==> src/rtl/cpu_run_ctrl.sv <==
`default_nettype none
// ============================================================================
// Module   : cpu_run_ctrl
// Purpose  : Loads IM/DM from a valid/ready stream, releases the core, times
//            the run with a watchdog and flags completion.
// Revision : 1.0
// ============================================================================
module cpu_run_ctrl #(
  parameter int INSTR_W  = 16,
  parameter int DATA_W   = 8,
  parameter int IM_DEPTH = 256,
  parameter int DM_DEPTH = 256,
  parameter int TIMEOUT  = 65535
) (
  input  logic                        clk,
  input  logic                        rst_n,
  input  logic [1:0]                  status,
  input  logic                        load_valid,
  output logic                        load_ready,
  input  logic [INSTR_W-1:0]          load_data,
  input  logic                        load_last,
  output logic                        im_we,
  output logic [$clog2(IM_DEPTH)-1:0] im_addr,
  output logic [INSTR_W-1:0]          im_wdata,
  output logic                        dm_we,
  output logic [$clog2(DM_DEPTH)-1:0] dm_addr,
  output logic [DATA_W-1:0]           dm_wdata,
  output logic                        core_rst_n,
  input  logic                        core_halt,
  output logic                        end_process,
  output logic                        timeout,
  output logic                        load_err,
  output logic [31:0]                 cycle_count
);

  localparam int c_im_aw = $clog2(IM_DEPTH);
  localparam int c_dm_aw = $clog2(DM_DEPTH);
  localparam logic [c_im_aw-1:0] c_im_last = c_im_aw'(IM_DEPTH - 1);
  localparam logic [c_dm_aw-1:0] c_dm_last = c_dm_aw'(DM_DEPTH - 1);
  localparam logic [31:0] c_timeout = 32'(TIMEOUT);

  typedef enum logic [2:0] {
    S_IDLE    = 3'd0,
    S_LOAD_IM = 3'd1,
    S_LOAD_DM = 3'd2,
    S_RUN     = 3'd3,
    S_DONE    = 3'd4
  } state_t;

  state_t             r_state;
  logic [c_im_aw-1:0] r_im_cnt;
  logic [c_dm_aw-1:0] r_dm_cnt;
  logic [31:0]        w_cnt_next;
  logic               w_im_full;
  logic               w_dm_full;

  assign w_cnt_next = (cycle_count == 32'hFFFF_FFFF) ? cycle_count : cycle_count + 32'd1;
  assign w_im_full  = (r_im_cnt == c_im_last);
  assign w_dm_full  = (r_dm_cnt == c_dm_last);

  always_ff @(posedge clk or negedge rst_n) begin
    if (!rst_n) begin
      r_state     <= S_IDLE;
      r_im_cnt    <= '0;
      r_dm_cnt    <= '0;
      load_ready  <= 1'b0;
      im_we       <= 1'b0;
      im_addr     <= '0;
      im_wdata    <= '0;
      dm_we       <= 1'b0;
      dm_addr     <= '0;
      dm_wdata    <= '0;
      core_rst_n  <= 1'b0;
      end_process <= 1'b0;
      timeout     <= 1'b0;
      load_err    <= 1'b0;
      cycle_count <= '0;
    end else begin
      im_we <= 1'b0;
      dm_we <= 1'b0;
      case (r_state)
        S_IDLE: begin
          case (status)
            2'b01: begin
              r_state    <= S_LOAD_IM;
              r_im_cnt   <= '0;
              load_err   <= 1'b0;
              load_ready <= 1'b1;
            end
            2'b10: begin
              r_state    <= S_LOAD_DM;
              r_dm_cnt   <= '0;
              load_err   <= 1'b0;
              load_ready <= 1'b1;
            end
            2'b11: begin
              r_state     <= S_RUN;
              cycle_count <= '0;
              end_process <= 1'b0;
              timeout     <= 1'b0;
              core_rst_n  <= 1'b1;
            end
            default: ;
          endcase
        end
        // load_ready is high throughout a LOAD state, so load_valid alone means accept
        S_LOAD_IM: begin
          if (load_valid) begin
            im_we    <= 1'b1;
            im_addr  <= r_im_cnt;
            im_wdata <= load_data;
            if (!w_im_full) r_im_cnt <= r_im_cnt + 1'b1;
            if (load_last || w_im_full) begin
              r_state    <= S_IDLE;
              load_ready <= 1'b0;
              load_err   <= ~load_last;
            end
          end
        end
        S_LOAD_DM: begin
          if (load_valid) begin
            dm_we    <= 1'b1;
            dm_addr  <= r_dm_cnt;
            dm_wdata <= load_data[DATA_W-1:0];
            if (!w_dm_full) r_dm_cnt <= r_dm_cnt + 1'b1;
            if (load_last || w_dm_full) begin
              r_state    <= S_IDLE;
              load_ready <= 1'b0;
              load_err   <= ~load_last;
            end
          end
        end
        // Every RUN cycle counts, including the one on which the run ends
        S_RUN: begin
          cycle_count <= w_cnt_next;
          if (core_halt) begin
            r_state     <= S_DONE;
            end_process <= 1'b1;
            core_rst_n  <= 1'b0;
          end else if ((TIMEOUT != 0) && (w_cnt_next == c_timeout)) begin
            r_state     <= S_DONE;
            end_process <= 1'b1;
            timeout     <= 1'b1;
            core_rst_n  <= 1'b0;
          end
        end
        S_DONE: begin
          if (status == 2'b00) begin
            r_state     <= S_IDLE;
            end_process <= 1'b0;
          end
        end
        default: r_state <= S_IDLE;
      endcase
    end
  end

endmodule
`default_nettype wire

==> config.mk <==
export PLATFORM = sky130hd
export DESIGN_NAME = cpu_run_ctrl
export DESIGN_NICKNAME = d
export VERILOG_FILES = /design/src/rtl/cpu_run_ctrl.sv
export SDC_FILE = /design/constraint.sdc
export NUM_CORES = 1
export LEC_CHECK = 0
export BUFFER_PORTS_ARGS = -buffer_cell sky130_fd_sc_hd__buf_2
export CORE_ASPECT_RATIO = 0.75
export CORE_MARGIN = 2
export CORE_UTILIZATION = 50
export CTS_CLUSTER_SIZE = 16
export DETAILED_ROUTE_END_ITERATION = 8
export PLACE_DENSITY = 0.82
export RECOVER_POWER = 100
export SLEW_MARGIN = 20
export SYNTH_ARGS = -nofsm -noshare
export SYNTH_HDL_FRONTEND = slang
export SYNTH_SLANG_ARGS = --single-unit
==> constraint.sdc <==
create_clock -name clk -period 6.95 [get_ports clk]
set_input_delay 0.3475 -clock clk [delete_from_list [all_inputs] [get_ports clk]]
set_output_delay 0.3475 -clock clk [all_outputs]
set_load 0.005 [all_outputs]
; ---- Yosys cells after proc, flatten, opt, wreduce, memory -nomap -nowiden
; Index checks and enable logic that the tools add are counted.
[op_classes]
bitwise = 1
muxes = 46
add_sub_neg = 3
n_reduce_logical = 20
n_eq_ne = 26
[op_table]
columns = operator, count
row1 = two-way mux 32 bit, 2
row2 = one-hot mux 32 bit (2 select lines), 1
row3 = two-way mux 8 bit, 6
row4 = "adder 32 x 1 -> 32 bit, second input constant", 1
row5 = "equality test 32 x 16 -> 1 bit, second input constant", 1
row6 = "equality test 32 bit, second input constant", 1
row7 = one-hot mux 8 bit (2 select lines), 2
row8 = two-way mux 1 bit, 21
row9 = two-way mux 3 bit, 7
row10 = "!= test 2 bit, second input constant", 10
row11 = "adder 8 x 1 -> 8 bit, second input constant", 2
row12 = "equality test 8 bit, second input constant", 2
row13 = AND reduction 4 bit, 4
row14 = one-hot mux 3 bit (5 select lines), 1
row15 = one-hot mux 1 bit (3 select lines), 3
row16 = one-hot mux 3 bit (3 select lines), 1
row17 = AND reduction 7 bit, 1
row18 = "equality test 3 x 2 -> 1 bit, second input constant", 2
row19 = "!= test 2 x 1 -> 1 bit, second input constant", 3
row20 = AND reduction 2 bit, 3
row21 = AND reduction 6 bit, 1
row22 = nonzero test 2 bit, 3
row23 = nonzero test 3 bit, 2
row24 = "equality test 2 bit, second input constant", 2
row25 = 12 further kinds, 14
[totals]
in_bits = 23
register_bits = 98

; ---- Depth between registers and ports, before layout
; Gate-level depths: netlist of the first run.
[logic_depth]
word_depth = 6
mapped_depth = 11
ltp_nobuf = 9

; ---- Least setup slack after synthesis of the first run
; OpenSTA, ideal clock, no wires.
[synth_timing]
kind = register to register
start = reg cycle_count[0]
end = reg r_state[0]
synth_period_minus_slack_ns = 3.047
required_time_ns = 6.802
path_stages_with_launch = 11
slack_ns = 3.903
arrival_ns = 2.900
n_path_buf = 1
path_cell_list = dfrtp_1 > ha_1 > and3_1 > clkbuf_1 > nand3_1 > a2111oi_0 > mux2i_1 > o2111ai_1 > or3_1 > nor3_1 > o22ai_1
[synth_via]
elab_chain_len = 5
word_cells_on_any_way = 6
cone_classes = add/sub (1) / eq/ne (3) / mux (1) / reduce/logical (1)
[synth_lines]
columns = item, line
row1 = from (decl), 33  ; output logic [31:0] cycle_count
row2 = from (signal assigned), 135  ; cycle_count <= w_cnt_next;
row3 = adder 32 x 1 -> 32 bit or equality test 32 bit (tied branches), 57  ; assign w_cnt_next = (cycle_count == 32'hFFFF_FFFF) ? cycle_count : cycle_count + 32'd1;
row4 = two-way mux 32 bit *, 57
row5 = equality test 32 x 16 -> 1 bit *, 140  ; end else if ((TIMEOUT != 0) && (w_cnt_next == c_timeout)) begin
row6 = != test 3 bit (no source line) *, --
row7 = AND reduction 7 bit (no source line) *, --
row8 = to (signal assigned), 63  ; r_state <= S_IDLE;
row9 = to (signal assigned), 137  ; r_state <= S_DONE;
row10 = to (signal assigned), 141  ; r_state <= S_DONE;
row11 = to (decl), 50  ; state_t r_state;
; Every way passes the cells marked *; elsewhere a longest branch is shown, timed or not.
; A chain may end at the register's enable or synchronous reset.

; ---- Worst setup path after layout of the first run
[layout_timing]
start = reg cycle_count[0]
end = reg core_rst_n
[layout_via]
elab_chain_len = 5
word_cells_on_any_way = 6
cone_classes = add/sub (1) / eq/ne (3) / mux (1) / reduce/logical (1)
[layout_lines]
columns = item, line
row1 = adder 32 x 1 -> 32 bit or equality test 32 bit (tied branches), 57
row2 = two-way mux 32 bit *, 57
row3 = equality test 32 x 16 -> 1 bit *, 140
row4 = != test 3 bit (no source line) *, --
row5 = AND reduction 3 bit (no source line) *, --
row6 = to (signal assigned), 73  ; core_rst_n <= 1'b0;
row7 = to (signal assigned), 139  ; core_rst_n <= 1'b0;
row8 = to (signal assigned), 144  ; core_rst_n <= 1'b0;
row9 = to (decl), 28  ; output logic core_rst_n,
; Marked as above.

==> impl_summary.txt, run 1 <==
----------------------------------------------------
[Global routing]
  Largest net degree at the start of global routing ... 67
  Number of antenna violations at the first check in global routing ... 0
  Number of global-route vias before repair ... roughly 4600
  GRT Residual Overflow ... 0
  GRT Total Usage ... roughly 27%
  First-pass GRT wire length ... 23.9 mm

[Clocking]
  Buffer cell driving the clock tree root ... sky130_fd_sc_hd__clkbuf_16
  CTS tree ... built
  Count of hold buffers inserted by post-cts repair ... 1
  Clock latency on the worst-skew pair ... 340 ps
  Clk sink count ... 98
  CTS-repair resized insts ... 0
  Bufs on Longest Clock Path ... 2
  Clock slew at the register clock pins of the worst setup and hold paths ... about 70 ps
  Clock H-tree levels ... 3
  Number of buffers created by CTS ... 9
  # Post-CTS Setup Buffers ... 0

[Finish]
  Post-synthesis to final-layout area growth ... 15.8%
  Total non-filler cell area in the finished layout ... 6140 µm²
  Post-layout nets ... 656
  Number of inserted diodes ... 0
  Layout cells sized above 1 ... about a fifth

[Placed design]
  RD Place Congestion ... 0.989
  Port-buffer cells ... around 100
  Detailed Place HPWL ... about 10 mm
  Placed inst area ... 5890 µm²

[Timing]
  Worst rel slew slack ... -18.5%
  Hold Fails Final Rpt ... 0
  Setup-failing EPs final ... 0
  Unrepaired setup endpoints after global routing ... false
  Sum Neg Setup Slack ... 0 ps
  Final period utilization ... 64.2%
  Worst slew pin tran ... roughly 1800 ps
  Fmax ... ~220 MHz
  Total count of max-transition violations in the final report ... 34
  Final critical path time including I/O delays and setup ... between 4000 and 5000 ps
  Worst clock skew on the final layout ... between 4 and 5 ps

[Run]
  Number of max-capacitance violations reported ... 1

[Die]
  Top-level port count ... ~100
  Area inside the core boundary ... between 10000 and 15000 µm²
  Die outline area ... 11400 µm²
  Row cnt ... 32
  Effective utilization at floorplan ... between 50 and 60%
  Die extent in y ... between 90 and 100 µm
  Horizontal extent of the die ... approximately 120 µm

[Pwr]
  Switching portion of total power ... 33.2%
  Relative contribution of sequential cells to total power ... a little over two fifths
  Peak ir drop on the vdd network ... 0.228 mV
  Leak Pwr ... roughly 2.7 nW
  Part of the power in combinational logic ... just under 30%
  Switching power ... about 0.00068 W
  Internal power contribution ... ~0.0014 W
  Clock group share of total power ... between 20 and 30%
  Power density over the cells ... between 300 and 400 nW/µm²

[Status]
  Failing checks ... max-capacitance violations, max-slew violations
  Status ... finished with violations

[Logic synthesis]
  Synth unique cells ... 60
  Most area-consuming cells after synthesis ... sky130_fd_sc_hd__dfrtp_1 46%, sky130_fd_sc_hd__mux2_2 9.4%, sky130_fd_sc_hd__o21ai_0 4.3%
  Sequential area share after synthesis ... 46.3%
  EDFF count, synth ... 0
  Yosys warning total ... 0
  Net count after synthesis ... between 500 and 600
  Count of mapped cells out of synthesis ... ~540
  Area share of the leading cell type in the synthesized netlist ... a little under half
  Post-synth design cell area ... ~5300 µm²
  Avg Synthesized Cell Area ... around 9.8 µm²
  Share of flip-flops with an asynchronous set or reset ... 100%
  Post-synthesis cell type with the largest combined area ... sky130_fd_sc_hd__dfrtp_1
  Count of state elements after synthesis ... 98
  Primary flip-flop cell chosen by synthesis mapping ... sky130_fd_sc_hd__dfrtp_1

[Detailed routing]
  Sum of routed wire length over all layers ... around 15 mm
  Antenna viol nets, final ... 0
  Drt drc ... 0
  Router iterations before antenna repair ... 5
  Wire length per cell after detailed routing ... 19.2 µm
  Detailed router's first-iteration violation count ... 501
  Number of vias after detailed routing ... roughly 4700
  Vias per Instance ... approximately 6.2

[Worst setup path]
  Crit path max fanout ... 9
  Required @ worst endpoint ... around 7000 ps
  Critical path start-end classification ... reg -> reg
  Worst setup EP type ... register
  Flop-to-flop setup slack ... 2490 ps
  Crit start category ... register
  Data arrival, critical path ... between 4000 and 5000 ps

[Hold path]
  Class of the tightest hold or removal check ... in -> reg

----------------------------------------------------
## layer usage
layer | global-route usage [%] | wire length [µm] | vias up
met1 | 39.0 | 6500 | 2340
met5 | 0 | 0 | -
met2 | 40.1 | 6770 | 221
li1 | - | - | 2155
met4 | 7.85 | 257 | 0
met3 | 5.61 | 1220 | 23
## power groups by stage
stage | logic [W] | clock network (W) | registers [W]
6_report | 0.000598 | 0.000585 | 0.000856
5_1_grt | 0.000658 | 0.000611 | 0.000874
4_1_cts | 0.000617 | 0.000590 | 0.000853
3_5_place_dp | 0.000612 | 0 | 0.000860
3_3_place_gp | 0.000587 | 0 | 0.000847
2_1_floorplan | 0.000389 | 0 | 0.000825
## logic make-up (layout without fill, tap and decap cells)
family | after synthesis | in the layout | synth area share (%)
muxes | 50 | 50 | 10.5
buffers and inverters | 42 | 133 | 3.16
DFF | 98 | 98 | 46.3
AOI/OAI and AO/OA | 130 | 130 | 15.0
xor gates and xnor gates | 16 | 16 | 2.64
and+or+nand+nor | 196 | 196 | 20.8
adders and majority gates | 7 | 7 | 1.65
## metrics by stage
stage | instances | setup WS [ps] | utilization, % | total power [W] | hold WS [ps]
finish | 766 | 2490 | 59.7 | 0.00204 | 235
detailed placement | 750 | 3540 | 57.2 | 0.00147 | 316
global placement | 750 | 3650 | 57.2 | 0.00143 | 305
global route | 766 | 2100 | 59.7 | 0.00214 | 238
floorplan | 539 | 3900 | - | 0.00121 | 51.9
CTS | 766 | 3470 | 60.7 | 0.00206 | 229
## final cells by class
cell class | instances | area, µm²
clock buffers | 10 | 239
clock inverters | 5 | 108
fillers | 889 | 4150
inverters | 11 | 41.3
multi-input cells | 399 | 2630
flip-flops and latches | 98 | 2450
well taps | 136 | 170
repair buffers | 107 | 494
## synthesized netlist by cell type (2+ instances only)
| library cell | number |
|---|---|
| sky130_fd_sc_hd__o31a_1 | 3 |
| sky130_fd_sc_hd__o21ai_0 | 46 |
| sky130_fd_sc_hd__nor4_2 | 2 |
| sky130_fd_sc_hd__xnor2_1 | 6 |
| sky130_fd_sc_hd__nor3_1 | 9 |
| sky130_fd_sc_hd__o2111ai_1 | 2 |
| sky130_fd_sc_hd__nand2_1 | 47 |
| sky130_fd_sc_hd__nor4_1 | 7 |
| sky130_fd_sc_hd__a21oi_1 | 34 |
| sky130_fd_sc_hd__nand2b_1 | 12 |
| sky130_fd_sc_hd__nand3_4 | 2 |
| sky130_fd_sc_hd__and4_1 | 6 |
| sky130_fd_sc_hd__o21a_1 | 2 |
| sky130_fd_sc_hd__mux2_2 | 44 |
| sky130_fd_sc_hd__or2_2 | 3 |
| sky130_fd_sc_hd__o31ai_1 | 6 |
| sky130_fd_sc_hd__xor2_1 | 10 |
| sky130_fd_sc_hd__o22ai_1 | 6 |
| sky130_fd_sc_hd__ha_1 | 7 |
| sky130_fd_sc_hd__clkbuf_1 | 22 |
| sky130_fd_sc_hd__nor3b_1 | 2 |
| sky130_fd_sc_hd__nand3_1 | 23 |
| sky130_fd_sc_hd__a31oi_1 | 9 |
| sky130_fd_sc_hd__inv_1 | 11 |
| sky130_fd_sc_hd__buf_2 | 7 |
| sky130_fd_sc_hd__a221o_1 | 2 |
| sky130_fd_sc_hd__and3_1 | 11 |
| sky130_fd_sc_hd__nor2_1 | 28 |
| sky130_fd_sc_hd__a22o_1 | 2 |
| sky130_fd_sc_hd__a21o_1 | 3 |
| sky130_fd_sc_hd__o22a_1 | 2 |
| sky130_fd_sc_hd__and2_1 | 7 |
| sky130_fd_sc_hd__nand3_2 | 2 |
| sky130_fd_sc_hd__mux2i_1 | 6 |
| sky130_fd_sc_hd__nand4_1 | 19 |
| sky130_fd_sc_hd__or3_1 | 8 |
| sky130_fd_sc_hd__dfrtp_1 | 98 |
## layout by cell type, fill, tap and decap left out, types with 6 or more instances in the layout
| master | instances |
|---|---|
| sky130_fd_sc_hd__and3_1 | 11 |
| sky130_fd_sc_hd__ha_1 | 7 |
| sky130_fd_sc_hd__nor2_1 | 27 |
| sky130_fd_sc_hd__a31oi_1 | 9 |
| sky130_fd_sc_hd__nor3_1 | 10 |
| sky130_fd_sc_hd__buf_2 | 60 |
| sky130_fd_sc_hd__o22ai_1 | 6 |
| sky130_fd_sc_hd__dfrtp_1 | 98 |
| sky130_fd_sc_hd__nor4_1 | 8 |
| sky130_fd_sc_hd__o31ai_1 | 6 |
| sky130_fd_sc_hd__nand2b_1 | 12 |
| sky130_fd_sc_hd__and4_1 | 6 |
| sky130_fd_sc_hd__nand4_1 | 19 |
| sky130_fd_sc_hd__clkbuf_16 | 9 |
| sky130_fd_sc_hd__xnor2_1 | 6 |
| sky130_fd_sc_hd__and2_1 | 7 |
| sky130_fd_sc_hd__inv_1 | 11 |
| sky130_fd_sc_hd__xor2_1 | 10 |
| sky130_fd_sc_hd__nand2_1 | 47 |
| sky130_fd_sc_hd__or3_1 | 9 |
| sky130_fd_sc_hd__mux2i_1 | 6 |
| sky130_fd_sc_hd__nand3_1 | 24 |
| sky130_fd_sc_hd__mux2_2 | 43 |
| sky130_fd_sc_hd__clkbuf_1 | 43 |
| sky130_fd_sc_hd__a21oi_1 | 34 |
| sky130_fd_sc_hd__o21ai_0 | 46 |
## sequential cells by signal (all words and copies together) (netlist names), 3 cells and up
| signal | count |
|---|---|
| dm_addr | 8 |
| r_state | 3 |
| im_wdata | 16 |
| cycle_count | 32 |
| r_im_cnt | 8 |
| im_addr | 8 |
| dm_wdata | 8 |
| r_dm_cnt | 8 |
## final timing paths
path                           startpoint              end  cells after the start
max                        cycle_count[0]       core_rst_n                      9
min reg2reg                  im_wdata[10]     im_wdata[10]                      1
max reg2reg                cycle_count[0]       core_rst_n                      9
max in group asynchronous           rst_n  cycle_count[12]                      3
min                         load_data[10]     im_wdata[10]                      2
min in group asynchronous           rst_n      r_im_cnt[6]                      2
## critical path, cell delays in order, from the launching register on
cell                      delay [ps]
sky130_fd_sc_hd__dfrtp_1         460
sky130_fd_sc_hd__ha_1            320
sky130_fd_sc_hd__nand3_1         240
sky130_fd_sc_hd__nor3_1          940
sky130_fd_sc_hd__nand3_1         210
sky130_fd_sc_hd__or3_1           440
sky130_fd_sc_hd__a221o_1         370
sky130_fd_sc_hd__a221o_1         300
sky130_fd_sc_hd__nor4_1          870
sky130_fd_sc_hd__a21oi_1         150
No activity file was read; power rests on OpenSTA's default activity.
==> run 2, diff against run 1 <==
==> constraint.sdc (replaced) <==
create_clock -name clk -period 4.5 [get_ports clk]
set_input_delay 0.225 -clock clk [delete_from_list [all_inputs] [get_ports clk]]
set_output_delay 0.225 -clock clk [all_outputs]
set_load 0.005 [all_outputs]
==> run 2 against run 1 <==
  * Sequential cell count is the same
  * Largest power group unchanged
  * The run still ends with max-capacitance violations, max-slew violations left
  * Sequential power is 54% higher
  * Power is 55% higher
  * Sequential share of layout area decreased by 0.11 points
  * Die area unchanged
  * Via count did not move
==> impl_summary.txt, run 2 (synthesis results as in run 1) <==
----------------------------------------------------
[Placed design]
  RD Place Congestion ... 0.992 (was 0.989)
  Detailed Place HPWL ... 10.4 mm (was 10.5 mm)
  Port-buffer cells ... 101 (unchanged)

[Die]
  Die outline area ... 11400 µm² (unchanged)
  Die extent in y ... 93.2 µm (unchanged)
  Top-level port count ... 102 (unchanged)
  Effective utilization at floorplan ... 51.5% (unchanged)
  Horizontal extent of the die ... 123 µm (unchanged)
  Row cnt ... 32 (unchanged)
  Area inside the core boundary ... 10300 µm² (unchanged)

[Worst setup path]
  Crit path max fanout ... 22 (was 9)
  Flop-to-flop setup slack ... 620 ps (was 2490 ps)
  Worst setup EP type ... register (unchanged)
  Data arrival, critical path ... 4110 ps (was 4650 ps)
  Crit start category ... register (unchanged)
  Critical path start-end classification ... reg -> reg (unchanged)
  Required @ worst endpoint ... 4720 ps (was 7140 ps)

[Pwr]
  Switching portion of total power ... 33.4% (was 33.2%)
  Leak Pwr ... 2.68 nW (was 2.66 nW)
  Relative contribution of sequential cells to total power ... 41.7% (was 42.0%)
  Peak ir drop on the vdd network ... 0.286 mV (was 0.228 mV)
  Part of the power in combinational logic ... 29.3% (about the same)
  Internal power contribution ... 0.00210 W (was 0.00136 W)
  Clock group share of total power ... 28.9% (was 28.7%)
  Switching power ... 0.00106 W (was 0.000677 W)
  Power density over the cells ... 513 nW/µm² (was 332 nW/µm²)

[Detailed routing]
  Detailed router's first-iteration violation count ... 653 (was 501)
  Wire length per cell after detailed routing ... 19.3 µm (was 19.2 µm)
  Router iterations before antenna repair ... 8 (was 5)
  Antenna viol nets, final ... 0 (unchanged)
  Number of vias after detailed routing ... 4739 (unchanged)
  Drt drc ... 0 (unchanged)
  Vias per Instance ... 6.19 (unchanged)
  Sum of routed wire length over all layers ... 14.8 mm (was 14.7 mm)

[Finish]
  Final core utilization ... 59.8% (was 59.7%)
  Number of inserted diodes ... 0 (unchanged)
  Flip-flop count of the largest register, all copies and words added ... 32 (unchanged)
  Post-layout nets ... 656 (unchanged)
  Top Registers ... cycle_count x32, im_wdata x16 (unchanged)
  Post-synthesis to final-layout area growth ... 16.2% (was 15.8%)
  Most common library cell in the layout ignoring fill and taps ... sky130_fd_sc_hd__dfrtp_1 (unchanged)
  Register bank with the most flops ... cycle_count (unchanged)
  Highest-count cells in the layout ignoring fill and taps ... 98 x sky130_fd_sc_hd__dfrtp_1, 60 x sky130_fd_sc_hd__buf_2, 47 x sky130_fd_sc_hd__nand2_1 (unchanged)
  Layout cells sized above 1 ... 21.4% (was 21.0%)

[Run]
  Number of max-capacitance violations reported ... 2 (was 1)

[Clocking]
  Clock slew at the register clock pins of the worst setup and hold paths ... 70 ps (about the same)
  CTS tree ... built (unchanged)
  CTS-repair resized insts ... 0 (unchanged)
  Clock latency on the worst-skew pair ... 350 ps (was 340 ps)
  Number of buffers created by CTS ... 9 (unchanged)
  Clock H-tree levels ... 3 (unchanged)
  # Post-CTS Setup Buffers ... 0 (unchanged)
  Count of hold buffers inserted by post-cts repair ... 0 (was 1)
  Buffer cell driving the clock tree root ... sky130_fd_sc_hd__clkbuf_16 (unchanged)
  Clk sink count ... 98 (unchanged)
  Bufs on Longest Clock Path ... 2 (unchanged)

[Status]
  Failing checks ... max-capacitance violations, max-slew violations (unchanged)
  Status ... finished with violations (unchanged)

[Global routing]
  Number of global-route vias before repair ... 4564 (was 4598)
  Number of antenna violations at the first check in global routing ... 0 (unchanged)
  GRT Total Usage ... 27.0% (was 26.8%)
  Largest net degree at the start of global routing ... 68 (was 67)
  GRT Residual Overflow ... 0 (unchanged)
  First-pass GRT wire length ... 24.0 mm (was 23.9 mm)

[Timing]
  Setup-failing EPs final ... 0 (unchanged)
  Worst slew pin tran ... 3590 ps (was 1780 ps)
  Sum Neg Setup Slack ... 0 ps (unchanged)
  Final critical path time including I/O delays and setup ... 3880 ps (was 4460 ps)
  Fmax ... 257 MHz (was 224 MHz)
  Worst rel slew slack ... -139% (was -18.5%)
  Total count of max-transition violations in the final report ... 95 (was 34)
  Hold Fails Final Rpt ... 0 (unchanged)
  Worst clock skew on the final layout ... 5.17 ps (was 4.27 ps)
  Final period utilization ... 86.3% (was 64.2%)
  Unrepaired setup endpoints after global routing ... false (unchanged)

[Hold path]
  Class of the tightest hold or removal check ... in -> reg (unchanged)

----------------------------------------------------
run 2: cell count changes in the layout (fill, tap and decap cells not counted), sizes merged:
cell | previous run | this run
dlygate4sd3 | 1 | 0
clkbuf | 53 | 54
run 2: stage by stage:
step                      worst slack [ps]  hold WS (ps)  cells  instance area [µm²]  power, W
after CTS                             1080          21.8    766                 6240   0.00319
after global routing                   417           113    766                 6160   0.00332
after global placement                1210           367    751                 5900   0.00222
final                                  615           108    766                 6160   0.00316
after detailed placement              1100           390    751                 5900   0.00227
after floorplan                       1450         -70.6    539                 5300   0.00187
run 2: final cells by class:
type	instances	area, µm²
clock buffer	10	239
clock inverter	5	108
fill	889	4130
inverter	11	41.3
multi-input combinational	399	2660
sequential	98	2450
tap	136	170
timing repair buffer	107	488
run 2: power groups by stage:
stage               clock (W)  combinational [W]  sequential [W]
finish               0.000914           0.000925         0.00132
detailed placement          0           0.000944         0.00133
global placement            0           0.000910         0.00131
floorplan                   0           0.000601         0.00127
global route         0.000957            0.00101         0.00135
CTS                  0.000920           0.000953         0.00131
run 2: final timing paths:
check                           cells after the start      startpoint             end
worst max-delay path                                8  cycle_count[0]      core_rst_n
worst min-delay path                                2   load_data[15]    im_wdata[15]
worst max register to register                      8  cycle_count[0]      core_rst_n
worst min register to register                      1     im_wdata[7]     im_wdata[7]
max in group asynchronous                           1           rst_n  cycle_count[2]
min in group asynchronous                           1           rst_n    im_wdata[11]
run 2: worst max-delay path, stage by stage, from the launching register on:
cell	delay, ps
sky130_fd_sc_hd__dfrtp_1	480
sky130_fd_sc_hd__ha_1	350
sky130_fd_sc_hd__nand3_1	300
sky130_fd_sc_hd__or4_4	640
sky130_fd_sc_hd__or3_1	670
sky130_fd_sc_hd__a221o_1	460
sky130_fd_sc_hd__a221o_1	330
sky130_fd_sc_hd__nor4_4	410
sky130_fd_sc_hd__a21oi_1	130
run 2: layer usage:
layer | GRT usage [%] | routed length (µm) | vias to the layer above
met3 | 5.61 | 1270 | 23
met4 | 7.57 | 208 | 0
met5 | 0 | 0 | -
li1 | - | - | 2157
met2 | 39.4 | 6610 | 240
met1 | 40.5 | 6720 | 2319
